File: src/rtl/cg_vector_pingpong_mem_if.sv
// Block transfer bundle between the CG datapath and a ping-pong vector store.
// master = datapath side, slave = memory side.
interface cg_vector_pingpong_mem_if #(
    parameter int NO_OF_UNITS   = 8,
    parameter int ELEMENT_WIDTH = 32
);
    localparam int BW = ELEMENT_WIDTH * NO_OF_UNITS;

    logic          wr_en;
    logic [BW-1:0] wr_data;
    logic          rd_req;
    logic          swap;
    logic [BW-1:0] rd_data;
    logic          rd_valid;
    logic          rd_last;
    logic          wr_done;
    logic          bank_sel;
    logic          err;

    modport master (
        output wr_en, wr_data, rd_req, swap,
        input  rd_data, rd_valid, rd_last, wr_done, bank_sel, err
    );

    modport slave (
        input  wr_en, wr_data, rd_req, swap,
        output rd_data, rd_valid, rd_last, wr_done, bank_sel, err
    );
endinterface

File: src/rtl/cg_vector_pingpong_mem.sv
// Double-buffered CG vector store: reads come from bank_sel, writes go to !bank_sel.
// Optional CG_MEM_ZERO_PAD_EN stores lanes beyond NUM_EQN as zero.
module cg_vector_pingpong_mem #(
    parameter int NUM_EQN       = 10,
    parameter int NO_OF_UNITS   = 8,
    parameter int ELEMENT_WIDTH = 32
) (
    input  logic                     clk,
    input  logic                     reset,
    cg_vector_pingpong_mem_if.slave  bus
);
    localparam int DEPTH = (NUM_EQN + NO_OF_UNITS - 1) / NO_OF_UNITS;
    localparam int BW    = ELEMENT_WIDTH * NO_OF_UNITS;
    localparam int WP_W  = $clog2(DEPTH + 1);
    localparam int RP_W  = (DEPTH > 1) ? $clog2(DEPTH) : 1;
    localparam logic [WP_W-1:0] WP_LAST = WP_W'(DEPTH - 1);
    localparam logic [RP_W-1:0] RP_LAST = RP_W'(DEPTH - 1);

    logic [BW-1:0]   mem [2][DEPTH];

    logic [RP_W-1:0] rd_ptr;
    logic [WP_W-1:0] wr_ptr;
    logic [BW-1:0]   rd_data_q;
    logic            rd_valid_q;
    logic            rd_last_q;
    logic            wr_done_q;
    logic            bank_sel_q;
    logic            err_q;

    logic            swap_ok;
    logic            wr_ok;
    logic            err_evt;
    logic [RP_W-1:0] wr_idx;
    logic [BW-1:0]   wr_block;

    // A swap is judged on the pre-edge wr_done; an accepted swap implies wr_done,
    // so any write in the same cycle is already dropped (and flagged) by wr_ok.
    assign swap_ok = bus.swap && wr_done_q;
    assign wr_ok   = bus.wr_en && !wr_done_q;
    assign err_evt = (bus.wr_en && wr_done_q) || (bus.swap && !wr_done_q);
    assign wr_idx  = wr_ptr[RP_W-1:0];

    always_comb begin
        wr_block = bus.wr_data;
`ifdef CG_MEM_ZERO_PAD_EN
        for (int l = 0; l < NO_OF_UNITS; l++) begin
            if ((int'(wr_ptr) * NO_OF_UNITS + l) >= NUM_EQN)
                wr_block[l*ELEMENT_WIDTH +: ELEMENT_WIDTH] = '0;
        end
`endif
    end

    // Storage has no reset; a reset cycle only suppresses the write.
    always_ff @(posedge clk) begin
        if (!reset && wr_ok)
            mem[~bank_sel_q][wr_idx] <= wr_block;
    end

    always_ff @(posedge clk) begin
        if (reset) begin
            rd_data_q  <= '0;
            rd_valid_q <= 1'b0;
            rd_last_q  <= 1'b0;
            wr_done_q  <= 1'b0;
            bank_sel_q <= 1'b0;
            err_q      <= 1'b0;
            wr_ptr     <= '0;
            rd_ptr     <= '0;
        end else begin
            rd_valid_q <= bus.rd_req;
            rd_last_q  <= bus.rd_req && (rd_ptr == RP_LAST);
            if (bus.rd_req) begin
                rd_data_q <= mem[bank_sel_q][rd_ptr];
                rd_ptr    <= (rd_ptr == RP_LAST) ? '0 : rd_ptr + 1'b1;
            end
            if (wr_ok) begin
                wr_ptr <= wr_ptr + 1'b1;
                if (wr_ptr == WP_LAST)
                    wr_done_q <= 1'b1;
            end
            if (err_evt)
                err_q <= 1'b1;
            // Placed last so pointer resets win over the read/write increments.
            if (swap_ok) begin
                bank_sel_q <= ~bank_sel_q;
                wr_ptr     <= '0;
                rd_ptr     <= '0;
                wr_done_q  <= 1'b0;
            end
        end
    end

    assign bus.rd_data  = rd_data_q;
    assign bus.rd_valid = rd_valid_q;
    assign bus.rd_last  = rd_last_q;
    assign bus.wr_done  = wr_done_q;
    assign bus.bank_sel = bank_sel_q;
    assign bus.err      = err_q;
endmodule

File: src/flat_wrapper.sv
// flat-port wrapper written by rule: the top's interface ports become plain ports
module cg_vector_pingpong_mem_flat 
#(
    parameter int NUM_EQN       = 10,
    parameter int NO_OF_UNITS   = 8,
    parameter int ELEMENT_WIDTH = 32
)
  (clk, reset, bus_wr_en, bus_wr_data, bus_rd_req, bus_swap, bus_rd_data, bus_rd_valid, bus_rd_last, bus_wr_done, bus_bank_sel, bus_err);
  cg_vector_pingpong_mem_if #(.NO_OF_UNITS(NO_OF_UNITS), .ELEMENT_WIDTH(ELEMENT_WIDTH)) bus_i ();
  input  logic clk;
  input  logic reset;
  input wire logic [$bits(bus_i.wr_en)-1:0] bus_wr_en;
  input wire logic [$bits(bus_i.wr_data)-1:0] bus_wr_data;
  input wire logic [$bits(bus_i.rd_req)-1:0] bus_rd_req;
  input wire logic [$bits(bus_i.swap)-1:0] bus_swap;
  output wire logic [$bits(bus_i.rd_data)-1:0] bus_rd_data;
  output wire logic [$bits(bus_i.rd_valid)-1:0] bus_rd_valid;
  output wire logic [$bits(bus_i.rd_last)-1:0] bus_rd_last;
  output wire logic [$bits(bus_i.wr_done)-1:0] bus_wr_done;
  output wire logic [$bits(bus_i.bank_sel)-1:0] bus_bank_sel;
  output wire logic [$bits(bus_i.err)-1:0] bus_err;
  assign bus_i.wr_en = bus_wr_en;
  assign bus_i.wr_data = bus_wr_data;
  assign bus_i.rd_req = bus_rd_req;
  assign bus_i.swap = bus_swap;
  assign bus_rd_data = bus_i.rd_data;
  assign bus_rd_valid = bus_i.rd_valid;
  assign bus_rd_last = bus_i.rd_last;
  assign bus_wr_done = bus_i.wr_done;
  assign bus_bank_sel = bus_i.bank_sel;
  assign bus_err = bus_i.err;
  cg_vector_pingpong_mem #(.NUM_EQN(NUM_EQN), .NO_OF_UNITS(NO_OF_UNITS), .ELEMENT_WIDTH(ELEMENT_WIDTH)) u_core (.clk(clk), .reset(reset), .bus(bus_i));
endmodule
File: config.mk
export PLATFORM = sky130hd
export DESIGN_NAME = cg_vector_pingpong_mem_flat
export DESIGN_NICKNAME = d
export VERILOG_FILES = /design/src/rtl/cg_vector_pingpong_mem_if.sv /design/src/rtl/cg_vector_pingpong_mem.sv /design/src/flat_wrapper.sv
export SDC_FILE = /design/constraint.sdc
export NUM_CORES = 1
export LEC_CHECK = 0
export CAP_MARGIN = 20
export CORE_AREA = 2 2 302 304
export CTS_BUF_LIST = sky130_fd_sc_hd__clkbuf_8
export CTS_CLUSTER_SIZE = 12
export DETAILED_ROUTE_END_ITERATION = 7
export DIE_AREA = 0 0 304 306
export HOLD_SLACK_MARGIN = 0.12
export PLACE_DENSITY = 0.81
export REMOVE_ABC_BUFFERS = 1
export SLEW_MARGIN = 30
export SYNTH_ARGS = -nofsm -noshare
export SYNTH_HDL_FRONTEND = slang
export SYNTH_SLANG_ARGS = --single-unit
File: constraint.sdc
create_clock -name clk -period 26.9 [get_ports clk]
set_clock_uncertainty 0.1 [all_clocks]
set_input_delay 5.38 -clock clk [delete_from_list [all_inputs] [get_ports clk]]
set_output_delay 5.38 -clock clk [all_outputs]
set_load 0.05 [all_outputs]
==> reports/summary.md <==
The run finished with clean final reports. The share of total power dissipated in the clock network is 36.2%. The hold-fix buffer count after cts was 0. Setup violations remaining at the end of the flow were counted as 0. The total overflow left after global routing is 0.

For this design the ratio of total power to cell area is 72.7 nW/um^2. Detailed placement finished with a half-perimeter wire length of 59.0 mm. After clock tree synthesis, the clock-pin slew on the worst setup and hold paths is 0.06 ns.

The number of hold violations in the final report is 0. Counting stages on the worst path, the most repeated cell is sky130_fd_sc_hd__buf_6. The mean area per synthesized cell was 21.1 sq um. Counting cells, the worst reg-to-reg path comes to 7. The number of nets at the end of the flow was 3102.

Clock tree synthesis found a total of 1289 sinks. The run gives 37 as the number of antenna violations at the first check in global routing. In the final routing, the length of wire on met1 measures 36.8 mm. The cell type contributing the most total cell area after synthesis was sky130_fd_sc_hd__edfxtp_1. The critical path runs through a total of 6 cells. The first detailed-routing pass took 5 iterations. After detailed routing, the met3 layer carries 8.06 mm of wire.

After layout, the design draws a total of 4110 uW. The worst setup path is captured at a register. The most used flip-flop cell after synthesis is sky130_fd_sc_hd__edfxtp_1. The share of post-route cells with drive strength above 1 is 18.1%, and the net switching power is 977 uW. The pin count of the biggest net entering global routing came out at 134. For the pin with the worst max-slew slack, the measured transition is 1.07 ns. The run gives 8.71 ns as the data arrival time of the critical path. The floorplan die width was 304 um; the total via count after detailed routing was 22900. The worst setup path is launched from a primary input. The static power due to leakage is 0.0193 uW. The logs give 0 for the max-slew violation count and 24500 for the via count of the first global-routing pass. The logs give 29.0% for the relative slew slack and 2205 for the count of mapped cells out of synthesis.

Wire segments on met2 add up to 50.3 mm in the final route. Grouping stages by cell kind, the critical path spends the most delay in buffers and inverters. Final-layout setup total negative slack: 0 ns. The cell with the largest stage delay on the worst path was sky130_fd_sc_hd__buf_6.

From synthesis to final layout, the design area changed by 21.6%. The post-CTS setup buffer count came out at 0. TritonCTS built the clock tree. After clock tree synthesis, the repair step resized 0 gates. Deepest level of the CTS H-tree: 4. 522 I/O pins were placed. The cell area after synthesis was 46500 sq um.

The cell-internal power is 3130 uW. The start-to-end type of the worst setup path was primary input to register. Hold is met by 0.393 ns. The maximum fanout count along the critical path came out at 69.

The worst hold path depth came out at 2. The floorplan step defined a die boundary enclosing 93000 sq um. The highest clock rate is 120 MHz, and the number of flops mapped to enable cells by yosys is 1024. Clock tree synthesis selected as its root buffer the cell sky130_fd_sc_hd__clkbuf_8. The final routed wire length divided by cell count is 23.2 um. The run gives 0 as the total number of yosys warnings. The share of power burned in combinational logic is 9.0%, and the required time of the critical path is 27.25 ns. The tools report the sequential share of power as 54.8%.

The tools report the global-route wire length before repair as 147 mm. Count of input and output buffers: 521. The routed via count divided by cell count is 5.45. The kind of path behind the tightest hold check is register to register.

Summing the sequential cell areas from Yosys gives 77.6% of the chip area. The weighted congestion at the end of routability-driven global placement came out at 0.755. Signal routing reaches up to met5.

The share of the cycle needed by the critical path after routing is 31.1%, and the post-detailed-route count of antenna-violating nets is 0. Of the total power, the share spent switching nets is 23.8%. The tools report the placement row count as 110.

After routing the design area is 56500 sq um. The minimum clock period after layout works out to 8.37 ns. Global routing consumed, over all layers together, 21.0% of the routing resources. In this run, distinct cell masters in the synthesized netlist total 28.

The commonest cells after synthesis are 1024 x sky130_fd_sc_hd__edfxtp_1, 265 x sky130_fd_sc_hd__dfxtp_1, 264 x sky130_fd_sc_hd__nor2_1. Counting the buffers created by CTS gives 192. For this configuration, the core starts out at a cell density of 51.9%. The tools report the core footprint as 89600 sq um. After synthesis, the cell types taking the most area are sky130_fd_sc_hd__edfxtp_1 66%, sky130_fd_sc_hd__mux4_2 12%, sky130_fd_sc_hd__dfxtp_1 11%, sky130_fd_sc_hd__mux2i_1 5.5%, sky130_fd_sc_hd__nor2_1 2.1%. Clock latency on the worst-skew pair, taken at its later pin, is 0.85 ns. The floorplan step set the die height to 306 um. DRC violation total after the first TritonRoute iteration: 1954.

The number of buffer and inverter stages on the critical path was 4; the number of flip-flops and latches in the synthesized netlist was 1289. For this run, the slowest stage of the critical path takes 0.68 ns. Summed over its instances, the top area cell type makes up 66.2% of the synthesized netlist area.

The clock passes through at most 3 buffers. Setup repair after global routing left no endpoint under its margin. The tools report the final routed DRC violation total as 0. Summing all placed instances gives a cell area of 52700 sq um. Yosys instantiated no cell more often than sky130_fd_sc_hd__edfxtp_1. Walking the worst path, the cells encountered are clkdlybuf4s50_1, nor3b_1, and3_4, buf_16, buf_6, buf_6. IR analysis of the VDD net gives a maximum drop of 0.0000503 V.

For the max-cap check violation count, the log shows 0. In the synthesized netlist the async set-or-reset flop fraction comes to 0%. Wires add up to 97.7 mm.
[through the flow]
step           utilization, %  cells  setup slack [ns]
2_1_floorplan               -   2088              1.44
3_3_place_gp             58.6   3813             17.01
3_5_place_dp             58.8   3819             17.36
4_1_cts                  62.9   4177             18.28
5_1_grt                  63.0   4201             18.37
6_report                 63.0   4206             18.53
[worst paths after layout]
| kind | startpoint | end | slack (ns) |
|---|---|---|---|
| setup / recovery | bus_wr_en | u_core.mem[0][74]$_DFFE_PP_ | 18.53 |
| hold / removal | u_core.bus.rd_data[230]$_SDFFE_PP0P_ | u_core.bus.rd_data[230]$_SDFFE_PP0P_ | 0.39 |
| setup reg to reg | register | u_core.bus.rd_data[247]$_SDFFE_PP0P_ | 22.99 |
| hold reg to reg | u_core.bus.rd_data[230]$_SDFFE_PP0P_ | u_core.bus.rd_data[230]$_SDFFE_PP0P_ | 0.39 |
[cell families after synthesis]
logic type      count (synthesis)  share of synthesized area [%]
compound gates                  4                         0.0646
mux                           513                           18.0
buf+inv                       118                           2.00
simple gates                  277                           2.29
xor+xnor                        3                         0.0566
fa+ha+maj                       1                         0.0269
flops                        1289                           77.6
[placed cells by master, fill, tap and decap left out, types with 5 or more instances in the layout]
master                            synthesis  layout
sky130_fd_sc_hd__clkinv_2                 0      13
sky130_fd_sc_hd__diode_2                  0      26
sky130_fd_sc_hd__mux2i_1                256     256
sky130_fd_sc_hd__buf_6                    1       8
sky130_fd_sc_hd__clkinv_1                 0      34
sky130_fd_sc_hd__buf_16                   0       6
sky130_fd_sc_hd__buf_4                    1      18
sky130_fd_sc_hd__clkbuf_8                 0     212
sky130_fd_sc_hd__edfxtp_1              1024    1024
sky130_fd_sc_hd__inv_1                    1      84
sky130_fd_sc_hd__dfxtp_1                265     263
sky130_fd_sc_hd__nor2_1                 264     263
sky130_fd_sc_hd__nand2_1                  5       5
sky130_fd_sc_hd__mux4_2                 256     256
sky130_fd_sc_hd__buf_12                  22       5
sky130_fd_sc_hd__clkdlybuf4s50_1          0     519
[cell type report]
cell class                 count  area (sq um)
sequential                  1289         36100
clock inverter               147           773
timing repair buffer         558          5710
clock buffer                 211          2900
tap                         1176          1470
inverter                       1          3.75
antenna                       26          65.1
fill                        5903         33100
multi-input combinational    798          9500
[registers in the layout (all words and copies together), names as in the netlist, named ones only]
register and cells:
u_core.bus.err 1, u_core.bus.rd_data 256, u_core.rd_ptr 1, u_core.bus.bank_sel 1, u_core.bus.wr_done 1, u_core.wr_ptr 2
u_core.bus.rd_valid 1, u_core.mem 1024, u_core.bus.rd_last 1
[tightest hold or removal path: stages, from the launching register on]
cell and delay (ns):
sky130_fd_sc_hd__dfxtp_1 0.32, sky130_fd_sc_hd__mux2i_1 0.06, sky130_fd_sc_hd__nor2_1 0.07
[routing by layer]
layer	vias to the layer above	GRT usage (%)
li1	10100	-
met2	853	34.6
met3	177	6.57
met5	-	0
met1	11800	25.8
met4	30	8.71
[power by group through the flow]
| stage | clock (uW) | combinational [uW] | sequential (uW) |
|---|---|---|---|
| floorplan | 0 | 141 | 2410 |
| global placement | 0 | 355 | 2290 |
| detailed placement | 0 | 370 | 2290 |
| CTS | 1520 | 372 | 2250 |
| global route | 1610 | 390 | 2260 |
| finish | 1490 | 369 | 2250 |
(Power assumes the default switching activity.)
